==> config.mk <==
export PLATFORM = sky130hd
export DESIGN_NAME = dwa_sel18
export DESIGN_NICKNAME = d
export VERILOG_FILES = /design/src/rtl/dac_pkg.sv /design/src/rtl/dwa_mask18.sv /design/src/rtl/dwa_sel18.sv
export SDC_FILE = /design/constraint.sdc
export NUM_CORES = 1
export LEC_CHECK = 0
export CAP_MARGIN = 20
export CELL_PAD_IN_SITES_DETAIL_PLACEMENT = 1
export CELL_PAD_IN_SITES_GLOBAL_PLACEMENT = 1
export CORE_MARGIN = 1
export CORE_UTILIZATION = 37
export DETAILED_ROUTE_END_ITERATION = 10
export PLACE_DENSITY_LB_ADDON = 0.08
export SLEW_MARGIN = 40
export SYNTH_ARGS = -nofsm -noshare
export SYNTH_HDL_FRONTEND = slang
export SYNTH_SLANG_ARGS = --single-unit
==> constraint.sdc <==
create_clock -name clk -period 4.1 [get_ports clk]
set_input_delay 0.615 -clock clk [delete_from_list [all_inputs] [get_ports clk]]
set_output_delay 0.615 -clock clk [all_outputs]
set_load 0.02 [all_outputs]
==> src/rtl/dac_pkg.sv <==
// Shared DAC definitions: element count, code/pointer widths, SV vector type,
// the registered selector payload and small modulo-18 arithmetic helpers.
package dac_pkg;

  localparam int unsigned N_ELEM   = 18;
  localparam int unsigned CODE_W   = 5;
  localparam int unsigned PTR_W    = 5;
  localparam int unsigned MAX_CODE = 18;

  // Element selection vector, also consumed by the transition detector.
  typedef logic [N_ELEM-1:0] sv_t;
  typedef logic [CODE_W-1:0] code_t;
  typedef logic [PTR_W-1:0]  ptr_t;
  // One bit wider than the pointer so ptr + code cannot overflow.
  typedef logic [PTR_W:0]    psum_t;

  // Rotation direction encoding (only used by the bidirectional build).
  localparam logic DIR_FWD = 1'b0;
  localparam logic DIR_BWD = 1'b1;

  // Registered selector outputs travelling together.
  typedef struct packed {
    sv_t  sv;
    ptr_t ptr;
    logic ovr;
  } dwa_out_t;

  // Clamp a code to the number of available elements.
  function automatic code_t sat_code(input code_t code);
    if (code > code_t'(MAX_CODE)) begin
      return code_t'(MAX_CODE);
    end
    return code;
  endfunction

  // (a + b) mod 18 for a <= 17, b <= 18: a single conditional subtract.
  function automatic ptr_t wrap18(input ptr_t a, input code_t b);
    psum_t s;
    s = psum_t'(a) + psum_t'(b);
    if (s >= psum_t'(N_ELEM)) begin
      s = s - psum_t'(N_ELEM);
    end
    return ptr_t'(s);
  endfunction

endpackage

==> src/rtl/dwa_mask18.sv <==
// Combinational DWA mask: thermometer of c_i ones rotated left by rot_i
// (mod 18). rot_i is expected in 0..17 and c_i in 0..18.
module dwa_mask18
  import dac_pkg::*;
(
  input  logic [CODE_W-1:0] c_i,
  input  logic [PTR_W-1:0]  rot_i,
  output logic [N_ELEM-1:0] mask_o_c
);

  sv_t                    therm;
  logic [2*N_ELEM-1:0]    dbl;

  // Thermometer code: lowest c_i bits set, all ones once c_i reaches 18.
  always_comb begin
    therm = '0;
    if (c_i >= code_t'(MAX_CODE)) begin
      therm = '1;
    end else begin
      therm = (sv_t'(1) << c_i) - sv_t'(1);
    end
  end

  // Rotate by shifting a doubled copy; the upper half is the wrapped result.
  always_comb begin
    dbl      = {therm, therm} << rot_i;
    mask_o_c = dbl[2*N_ELEM-1 -: N_ELEM];
  end

endmodule

==> src/rtl/dwa_sel18.sv <==
// DWA element selector for the 18-element DAC. Saturates the quantizer code,
// rotates a thermometer mask around the pointer and registers SV/ptr/ovr.
// Optional macro DWA_BIDIR_EN: alternate forward/backward rotation on every
// enabled sample (port list unchanged).
module dwa_sel18
  import dac_pkg::*;
(
  input  logic              clk,
  input  logic              rst,
  input  logic              clk_en,
  input  logic [CODE_W-1:0] code,
  output logic [N_ELEM-1:0] SV,
  output logic [PTR_W-1:0]  ptr,
  output logic              ovr
);

  dwa_out_t out_q, out_d;
  code_t    c_sat;
  ptr_t     ptr_fwd;
  sv_t      mask_fwd;

  assign c_sat   = sat_code(code);
  assign ptr_fwd = wrap18(out_q.ptr, c_sat);

  dwa_mask18 u_mask_fwd (
    .c_i      (c_sat),
    .rot_i    (out_q.ptr),
    .mask_o_c (mask_fwd)
  );

`ifdef DWA_BIDIR_EN
  logic dir_q, dir_d;
  ptr_t ptr_bwd;
  sv_t  mask_bwd;

  // Going backward by c is going forward by 18 - c; the backward selection
  // is the forward mask anchored at the new pointer.
  assign ptr_bwd = wrap18(out_q.ptr, code_t'(MAX_CODE) - c_sat);

  dwa_mask18 u_mask_bwd (
    .c_i      (c_sat),
    .rot_i    (ptr_bwd),
    .mask_o_c (mask_bwd)
  );
`endif

  // Next-state: hold unless enabled, then select elements and advance pointer.
  always_comb begin
    out_d = out_q;
`ifdef DWA_BIDIR_EN
    dir_d = dir_q;
`endif
    if (clk_en) begin
      out_d.ovr = (code > code_t'(MAX_CODE));
`ifdef DWA_BIDIR_EN
      if (dir_q == DIR_BWD) begin
        out_d.sv  = mask_bwd;
        out_d.ptr = ptr_bwd;
      end else begin
        out_d.sv  = mask_fwd;
        out_d.ptr = ptr_fwd;
      end
      dir_d = ~dir_q;
`else
      out_d.sv  = mask_fwd;
      out_d.ptr = ptr_fwd;
`endif
    end
  end

  // State registers with asynchronous active-high reset.
  always_ff @(posedge clk or posedge rst) begin
    if (rst) begin
      out_q <= '0;
`ifdef DWA_BIDIR_EN
      dir_q <= DIR_FWD;
`endif
    end else begin
      out_q <= out_d;
`ifdef DWA_BIDIR_EN
      dir_q <= dir_d;
`endif
    end
  end

  assign SV  = out_q.sv;
  assign ptr = out_q.ptr;
  assign ovr = out_q.ovr;

endmodule
==> flow_summary.yaml <==
synth:
  synth-seq-area-share_pct: 19.2
  ys_ff_latch: 24
  synth_cells: 408
  synthArstFlopShare_pct: 100
  synth-warning-count: 0
  synthesis.area_mm2: 0.00312
  synth_area_per_cell_um2: 7.65
  synth_edf_count: 0
  ys_types: 77
  synth_ff_type: "dfrtp_1"
  syn-num-nets: 424
final_layout:
  utilization_pct: 44.3
  nNetsFinal: 444
  final_cells: 532
  n_fill_cell: 1020
  regArea_um2: 601
  final_layout_size_suffix_gt1_share_pct: 14.1
  area_delta_synth_final_pct: 16.0
  stdcell_area_mm2: 0.00362
  antenna_cells: 0
  multi_input_area_mm2: 0.00227
timing:
  worst_pin_slew_ps: 815
  worst_hold_slack_ps: 505
  fin_tns_setup_ps: 0
  slew_violations: 0
  setup_viol: 0
  layout_min_cycle_time_ps: 3660
  period_share_pct: 89.2
  clock_skew_ps: 1.51
  slew_headroom_pct: 45.6
  worst_slack_ps: 443
  rsz0062_at_grt: "false"
  fmax_mhz: 273
  hold_violations: 0
power_and_ir_drop:
  leakagePower_nw: 1.37
  power.total_mw: 2.67
  p_per_area_mw_per_mm2: 737
  irDropWorstVdd_uv: 250
cts:
  cts_tree: "yes"
  cts_resized: 0
  htree_levels: 1
  clkTransAtPathRegs_ps: 100
  numCtsBuffers: 3
  cts.sinks: 24
  post_cts_buffers: 0
  cts_hold_buf: 0
  clockBufferDepth: 2
  clk_latency_ps: 290
  root_buffer: "clkbuf_8"
drt:
  num_vias: 3386
  detail_route.vias_per_cell: 6.36
  route.antenna.remaining_nets: 0
  routedWlPerCell_um: 21.2
  drc: 0
  drt_first_pass_iters: 6
  wl_um: 11300
  drt_iter0_markers: 276
die:
  die_h_um: 93.9
  row_count: 33
  die_w_um: 93.9
  core-area_mm2: 0.00818
  io_pins: 32
  die_area_mm2: 0.00881
  start_util_pct: 38.2
critical_path:
  worstPathArrival_ps: 3860
  cp_slowest_cell: "a2111oi_0"
  worst_ep_required_time_ps: 4300
  crit_chain: "clkdlybuf4s50_1 -> nor3_4 -> nand2_1 -> ha_1 -> or3b_2 -> nor3b_1 -> or4_1 -> and2_1 -> a2111oi_0 -> a21oi_1 -> a221oi_1"
  timing.rr.start: "ptr[1]$_DFFE_PP0P_"
  slowest_delay_ps: 570
  crit_type: "in2reg"
  cp_max_fo: 15
  cp-startpoint: "code[1]"
  cp-end-kind: "flop"
  cp-start-kind: "input port"
place:
  post-dp-hpwl_um: 8490
  place_inst: 528
  post_dp_cell_area_mm2: 0.00355
  port_buffers: 31
  post-place-ws_ps: 145
  routabilityCongestion: 0.979
global_route:
  grt_pass1_vias: 3325
  grt_util_all_layers_pct: 27.2
  antenna_found_initial: 0
  overflow: 0
  grt_first_pass_wirelength_um: 18500
  grt_max_degree: 37
flow_run:
  maxCapViolCount: 0
min_path:
  worstHoldStart: "SV[3]$_DFFE_PP0P_"
  hp-class: "reg2reg"
outcome:
  status: "finished clean"
[routing by layer]
metal  global-route usage [%]  share of wire, %  vias to the layer above
met3                     2.83               3.8                       16
met2                     42.3                45                       95
li1                         -                 -                     1598
met1                     39.9                50                     1677
met4                     6.67               1.6                        0
met5                        0                 0                        -
[cells in the mapped netlist, types with 4 or more instances]
cell | count | area [um^2]
nand3_1 | 7 | 35.0
nand2b_1 | 4 | 25.0
clkbuf_1 | 23 | 86.3
and2_1 | 8 | 50.1
o211ai_1 | 7 | 52.6
a31oi_1 | 5 | 31.3
mux2_2 | 8 | 90.1
and3_1 | 4 | 25.0
nor3_1 | 13 | 65.1
dfrtp_1 | 24 | 601
a221oi_1 | 8 | 70.1
nand2_1 | 29 | 109
inv_1 | 15 | 56.3
a21oi_1 | 30 | 150
o221ai_1 | 4 | 35.0
a21o_1 | 7 | 52.6
o21ai_0 | 18 | 90.1
or2_2 | 4 | 25.0
buf_4 | 4 | 30.0
a2111oi_0 | 8 | 70.1
or3_1 | 6 | 37.5
mux4_2 | 7 | 158
a211oi_1 | 16 | 120
nor2_1 | 48 | 180
ha_1 | 7 | 87.6
o32ai_1 | 4 | 35.0
nor2b_1 | 4 | 25.0
buf_2 | 7 | 35.0
[flip-flops by register name, summed over array words and instances, names as in the netlist]
| name | count |
|---|---|
| ptr | 5 |
| ovr | 1 |
| SV | 18 |
[layout by cell type, fill, tap and decap left out, types with 5 or more instances in the layout]
master,count
nor2_1,48
clkdlybuf4s50_1,31
a21oi_1,30
nand2_1,29
dfrtp_1,24
buf_4,23
o21ai_0,18
a211oi_1,16
inv_1,14
nor3_1,13
and2_1,8
a2111oi_0,8
mux2_2,8
a221oi_1,8
nand3_1,7
o211ai_1,7
mux4_2,7
a21o_1,7
ha_1,7
or3_1,6
a31oi_1,5
[critical path: cells and delay by family]
family	cells	cell delay (ps)
AO/OA/AOI/OAI	3	990
adder cells (fa/ha/maj)	1	350
buffers and inverters	1	460
AND/OR/NAND/NOR	6	1440
[cells by family (layout without fill, tap and decap cells)]
| group | count (synthesis) | count (layout) | share of synthesized area [%] |
|---|---|---|---|
| AOI/OAI and AO/OA | 147 | 147 | 34.3 |
| xor gates and xnor gates | 5 | 5 | 1.40 |
| adders and majority gates | 8 | 8 | 3.45 |
| buffers and inverters | 56 | 75 | 7.98 |
| DFF | 24 | 24 | 19.2 |
| muxes | 18 | 18 | 8.90 |
| and+or+nand+nor | 150 | 150 | 24.7 |
[where the power goes]
group / leakage [nW] / switching (mW) / internal (mW)
sequential: 0.276 / 0.119 / 0.348
combinational: 1.06 / 1.15 / 0.824
clock: 0.0357 / 0.0999 / 0.131
total: 1.37 / 1.37 / 1.30
[path summary, 6_finish.rpt]
kind	depth (start not counted)	slack [ps]	to
min in group asynchronous	2	680	SV[0]$_DFFE_PP0P_
setup reg to reg	9	960	ptr[2]$_DFFE_PP0P_
hold / removal	2	500	SV[3]$_DFFE_PP0P_
max in group asynchronous	2	3060	ptr[0]$_DFFE_PP0P_
hold reg to reg	2	500	SV[3]$_DFFE_PP0P_
setup / recovery	11	440	SV[13]$_DFFE_PP0P_
[final cells by class]
class,count,share of cell area (%)
repair buffers,54,13.3
clock buffers,3,1.14
well taps,105,3.63
multi-input cells,328,62.7
clock inverters,1,0.829
inverters,17,1.76
flip-flops and latches,24,16.6
(Power assumes the default switching activity.)
